**config.mk**
```make
export PLATFORM = sky130hd
export DESIGN_NAME = game_flow_ctrl
export DESIGN_NICKNAME = d
export VERILOG_FILES = /design/src/rtl/game_flow_ctrl.sv
export SDC_FILE = /design/constraint.sdc
export NUM_CORES = 1
export LEC_CHECK = 0
export CAP_MARGIN = 0
export CELL_PAD_IN_SITES_DETAIL_PLACEMENT = 1
export CELL_PAD_IN_SITES_GLOBAL_PLACEMENT = 2
export CORE_MARGIN = 2
export CORE_UTILIZATION = 42
export DETAILED_ROUTE_END_ITERATION = 8
export DONT_BUFFER_PORTS = 1
export GPL_TIMING_DRIVEN = 0
export PLACE_DENSITY = 0.95
export SETUP_SLACK_MARGIN = 0.2
export SYNTH_ARGS = -nofsm -noshare
export SYNTH_HDL_FRONTEND = slang
export SYNTH_SLANG_ARGS = --single-unit
```
**constraint.sdc**
```tcl
create_clock -name clk -period 13 [get_ports clk]
set_clock_uncertainty 0.2 [all_clocks]
set_input_delay 0 -clock clk [delete_from_list [all_inputs] [get_ports clk]]
set_output_delay 0 -clock clk [all_outputs]
set_load 0.005 [all_outputs]
```
**src/rtl/game_flow_ctrl.sv**
```systemverilog
// Game flow FSM: IDLE/PLAY/CRASH/OVER sequencing, saturating score with registered BCD copy.
// Optional best-score register enabled by defining GAME_FLOW_HISCORE_EN.
module game_flow_ctrl #(
  parameter int unsigned CRASH_TICKS = 20,
  parameter int unsigned SCORE_MAX   = 255
) (
  input  logic        clk,
  input  logic        reset,
  input  logic        tick,
  input  logic        start_btn,
  input  logic        crash,
  input  logic        pass_mountain,
  input  logic        pass_lava,
  output logic [1:0]  state,
  output logic        running,
  output logic        game_over,
  output logic        move_en,
  output logic        blink,
  output logic [7:0]  score,
  output logic [11:0] score_bcd,
  output logic [7:0]  hiscore
);

  typedef enum logic [1:0] {
    StIdle  = 2'd0,
    StPlay  = 2'd1,
    StCrash = 2'd2,
    StOver  = 2'd3
  } state_e;

  state_e      state_q, state_d;
  logic [7:0]  score_q, score_d;
  logic [11:0] bcd_q, bcd_d;
  logic [7:0]  cnt_q, cnt_d;
  logic        blink_q, blink_d;
  logic        start_prev_q, start_prev_d;
  logic        start_edge;
  logic [8:0]  score_sum;

  function automatic logic [11:0] to_bcd(input logic [7:0] bin);
    logic [19:0] sh;
    sh = {12'd0, bin};
    for (int i = 0; i < 8; i++) begin
      if (sh[11:8] >= 4'd5)  sh[11:8]  = sh[11:8] + 4'd3;
      if (sh[15:12] >= 4'd5) sh[15:12] = sh[15:12] + 4'd3;
      if (sh[19:16] >= 4'd5) sh[19:16] = sh[19:16] + 4'd3;
      sh = sh << 1;
    end
    return sh[19:8];
  endfunction

  assign start_edge   = start_btn & ~start_prev_q;
  assign start_prev_d = start_btn;
  assign score_sum    = {1'b0, score_q} + {8'd0, pass_mountain} + {8'd0, pass_lava};
  assign bcd_d        = to_bcd(score_q);

  always_comb begin
    state_d = state_q;
    score_d = score_q;
    cnt_d   = cnt_q;
    blink_d = blink_q;
    unique case (state_q)
      StIdle: begin
        if (start_edge) begin
          state_d = StPlay;
          score_d = '0;
        end
      end
      StPlay: begin
        // A crash in the same cycle as a pass pulse discards the pass.
        if (crash) begin
          state_d = StCrash;
          cnt_d   = 8'(CRASH_TICKS);
          blink_d = 1'b1;
        end else if (score_sum > 9'(SCORE_MAX)) begin
          score_d = 8'(SCORE_MAX);
        end else begin
          score_d = score_sum[7:0];
        end
      end
      StCrash: begin
        if (tick) begin
          if (cnt_q <= 8'd1) begin
            state_d = StOver;
            cnt_d   = '0;
            blink_d = 1'b0;
          end else begin
            cnt_d   = cnt_q - 8'd1;
            blink_d = ~blink_q;
          end
        end
      end
      StOver: begin
        if (start_edge) state_d = StIdle;
      end
      default: state_d = StIdle;
    endcase
  end

  always_ff @(posedge clk or posedge reset) begin
    if (reset) begin
      state_q      <= StIdle;
      score_q      <= '0;
      bcd_q        <= '0;
      cnt_q        <= '0;
      blink_q      <= 1'b0;
      start_prev_q <= 1'b1;
    end else begin
      state_q      <= state_d;
      score_q      <= score_d;
      bcd_q        <= bcd_d;
      cnt_q        <= cnt_d;
      blink_q      <= blink_d;
      start_prev_q <= start_prev_d;
    end
  end

`ifdef GAME_FLOW_HISCORE_EN
  logic [7:0] hiscore_q, hiscore_d;

  always_comb begin
    hiscore_d = hiscore_q;
    if (state_q == StCrash && state_d == StOver && score_q > hiscore_q) hiscore_d = score_q;
  end

  always_ff @(posedge clk or posedge reset) begin
    if (reset) hiscore_q <= '0;
    else       hiscore_q <= hiscore_d;
  end

  assign hiscore = hiscore_q;
`else
  assign hiscore = '0;
`endif

  assign state     = state_q;
  assign running   = (state_q == StPlay);
  assign game_over = (state_q == StCrash) || (state_q == StOver);
  assign move_en   = tick & running;
  assign blink     = blink_q;
  assign score     = score_q;
  assign score_bcd = bcd_q;

endmodule

```
==> flow_metrics.tcl <==
set metrics [dict create \
    postCtsSetupRepairBufs 0 \
    hold_viol_final 0 \
    antenna_cells_inserted 0 \
    route.met2.wl_mm 3.14 \
    grt_pass1_wl_mm 10.4 \
    detail_route.wirelength_mm 6.14 \
    tritoncts "built" \
    numCtsBuffers 5 \
    critical_path_required_ns 12.97 \
    yosys.cell_types.count 66 \
    rsz0062_at_grt "no" \
    cells_after_synthesis 286 \
    multi_input_comb_area_sq_mm 0.00166 \
    route.top_layer_used "met4" \
    drtPass1Iterations 4 \
    synthesis.area_per_instance_sq_um 8.93 \
    synthesized_flop_and_latch_total 30 \
    cts.sinks 30 \
    maxSlewHeadroom_pct 19.7 \
    register_area_sq_um 752 \
    grt_start_max_net_pins 31 \
    die_width_um 82.0 \
    switchingPower_uw 134 \
    boundaryPins 41 \
    gr-total-overflow 0 \
    viasPerCell 5.54 \
    critical_path.max_fanout 8 \
    track_usage_pct 20.1 \
    critPathMostFrequentCell "sky130_fd_sc_hd__ha_1" \
    floorplan.initialDensity_pct 43.4 \
    postSynth.topFlopCell "sky130_fd_sc_hd__dfrtp_1" \
    post_drt_wl_per_cell_um 15.9 \
    worstHoldPathType "primary input to register" \
    run_status "complete, no violations" \
    area_delta_synth_final_pct 12.4 \
    route.layer.met1.wl_mm 2.70 \
    synthTopCellsByArea "sky130_fd_sc_hd__dfrtp_1 28%, sky130_fd_sc_hd__ha_1 8.8%, sky130_fd_sc_hd__o21ai_0 4.7%" \
    internal_power_uw 217 \
    core_area_sq_mm 0.00589 \
    post_synth_instance_area_sq_mm 0.00255 \
    detailroute.wirelength.met3_um 209 \
    worst_skew_pair.late_latency_ns 0.29 \
    cts.path.max_buffers 2 \
    fillerInstances 710 \
    synth_largest_type_area_fraction_pct 28.4 \
    synth_enable_flop_cells 0 \
    layout.nets 336 \
    slowest_delay_ns 0.52 \
    cts-root-buf "sky130_fd_sc_hd__clkbuf_8" \
    maxCapViolations 0 \
    drtIter0Drc 96 \
    grt_antenna_before_repair 0 \
    max_freq_ghz 0.190 \
    clock_pin_slew_on_the_worst_setup_and_hold_paths_ns 0.07 \
    part_of_the_total_power_dissipated_in_combinational_logic_pct 36.6 \
    setup-violations-final 0 \
    p_total_uw 351 \
    clock_power_share_pct 26.9 \
    timing.critical_path.cells "inv_1 -> ha_1 -> inv_1 -> ha_1 -> a21o_4 -> xnor2_4 -> ha_1 -> nand2b_1 -> a21oi_4 -> xnor2_1 -> ha_1 -> nand2b_1 -> nand2_1 -> mux2i_1 -> inv_1 -> nand2_1 -> ha_1 -> a21oi_1 -> nor2_1 -> o21bai_1 -> and2_1 -> a21o_1 -> a211o_1" \
    timing_max_transition_violations_final 0 \
    number_of_levels_in_the_clock_h_tree 2 \
    route.antenna.remaining_nets 0 \
    floorplan.rows 28 \
    synth_area_leader_cell "sky130_fd_sc_hd__dfrtp_1" \
    crit_path_top_delay_cell "sky130_fd_sc_hd__dfrtp_1" \
    power.sequential.fraction_pct 36.5 \
    startpoint_type "register" \
    ys_async_sr_fraction_pct 100 \
    synthesis.yosys.warnings 0 \
    yosysMostFrequentCell "sky130_fd_sc_hd__nor2_1" \
    detailed_placement_hpwl_mm 4.49 \
    max-vdd-ir-drop_v 0.0000721 \
    layout_min_cycle_time_ns 5.27 \
    sw_frac_of_total_pct 38.1 \
    leading_cell_types_by_count_after_synthesis "32 x sky130_fd_sc_hd__nor2_1, 29 x sky130_fd_sc_hd__dfrtp_1, 26 x sky130_fd_sc_hd__nand2_1" \
    critPathKind "register to register" \
    die_h_um 82.0 \
    power.density_cell_area_mw_per_mm2 122 \
    route.vias.total 2140 \
    final_sum_of_negative_setup_slack_ns 0 \
    place.port_buffers 0 \
    endpoint_kind "register" \
    tightestPinTransition_ns 1.20 \
    drc 0 \
    static_leakage_nw 1.32 \
    gp_congestion 0.751 \
    vias_in_the_first_global_route 2175 \
    finalCritPeriodShare_pct 40.5 \
    cp.arrival_ns 5.24 \
    synth_seq_area_share_pct 29.4 \
    die-area_sq_mm 0.00672 \
    final_layout_size_suffix_gt1_share_pct 18.3 \
]
==> sequential cells by signal, indices dropped and copies added, names as in the netlist <==
signal,cells
blink,1
cnt_q,8
score,8
score_bcd,10
start_prev_q,1
state,2
==> worst max-delay path, delay by kind of cell (launching register included) <==
kind / cells / cell delay (ns)
XOR/XNOR: 2 / 0.42
AO/OA/AOI/OAI: 6 / 1.44
multiplexers: 1 / 0.13
buffers and inverters: 3 / 0.30
flip-flops: 1 / 0.52
AND/OR/NAND/NOR: 6 / 0.79
adder cells (fa/ha/maj): 5 / 1.36
==> per-stage QoR <==
step | worst slack (ns) | hold WS (ns) | utilization [%] | instance area (sq um) | cells
3_3_place_gp | 7.88 | -0.195 | 45.6 | 2680 | 370
6_report | 7.73 | 0.0815 | 48.8 | 2870 | 386
4_1_cts | 7.72 | 0.0731 | 48.8 | 2870 | 386
2_1_floorplan | 8.43 | -0.196 | - | 2590 | 295
5_1_grt | 7.29 | 0.0851 | 48.8 | 2870 | 386
3_5_place_dp | 7.76 | -0.195 | 45.6 | 2680 | 370
==> per-layer routing <==
metal,vias up,track usage [%]
met2,34,37.0
met3,8,4.40
met5,-,0
met4,0,5.50
met1,1051,23.4
li1,1047,-
==> area by class of cell <==
cell class              instances  area share, %
multi-input cells             232           57.9
clock inverters                 3           1.39
plain buffers                  15           3.66
repair buffers                  8           2.79
flip-flops and latches         30           26.2
inverters                      18           2.35
well taps                      75           3.27
clock buffers                   5           2.40
==> placed cells by master (no fill, tap or decap), drive strengths merged, types with 9 or more instances in the layout <==
cell type / n
nor3: 9
conb: 10
dfrtp: 29
nor2: 32
a21oi: 23
o21ai: 26
nand2: 26
buf: 12
ha: 18
inv: 18
==> cells by family (layout without fill, tap and decap cells) <==
family / Yosys count / in the layout / share of synthesized area, %
AND/OR/NAND/NOR: 98 / 98 / 19.3
other: 1 / 10 / 0.147
flip-flops: 30 / 30 / 29.4
AO/OA/AOI/OAI: 86 / 86 / 24.7
multiplexers: 13 / 13 / 6.96
buffers and inverters: 33 / 49 / 6.76
XOR/XNOR: 6 / 6 / 3.09
adder cells (fa/ha/maj): 19 / 19 / 9.60
==> timing repair <==
action / 4_1_cts / 5_1_grt
hold endpoints to repair: 39 / 0
gates resized for setup: 0 / 0
setup endpoints to repair: 0 / 0
hold buffers: 8 / 0
==> power by group through the flow <==
stage	clock (mW)	sequential, mW	combinational (mW)
2_1_floorplan	0	0.125	0.0957
3_3_place_gp	0	0.128	0.117
3_5_place_dp	0	0.130	0.122
4_1_cts	0.0979	0.128	0.128
5_1_grt	0.100	0.131	0.146
6_report	0.0944	0.128	0.129
==> final timing paths <==
kind	start	to	depth (start not counted)	slack [ns]
min in group asynchronous	reset	score_bcd[9]	2	0.28
worst min-delay path	start_btn	start_prev_q	1	0.08
worst min register to register	score[0]	score_bcd[0]	0	0.29
max in group asynchronous	reset	score[6]	2	11.60
worst max-delay path	score[5]	score_bcd[8]	23	7.73
worst max register to register	score[5]	score_bcd[8]	23	7.73
Power figures use the tool's default switching activity.
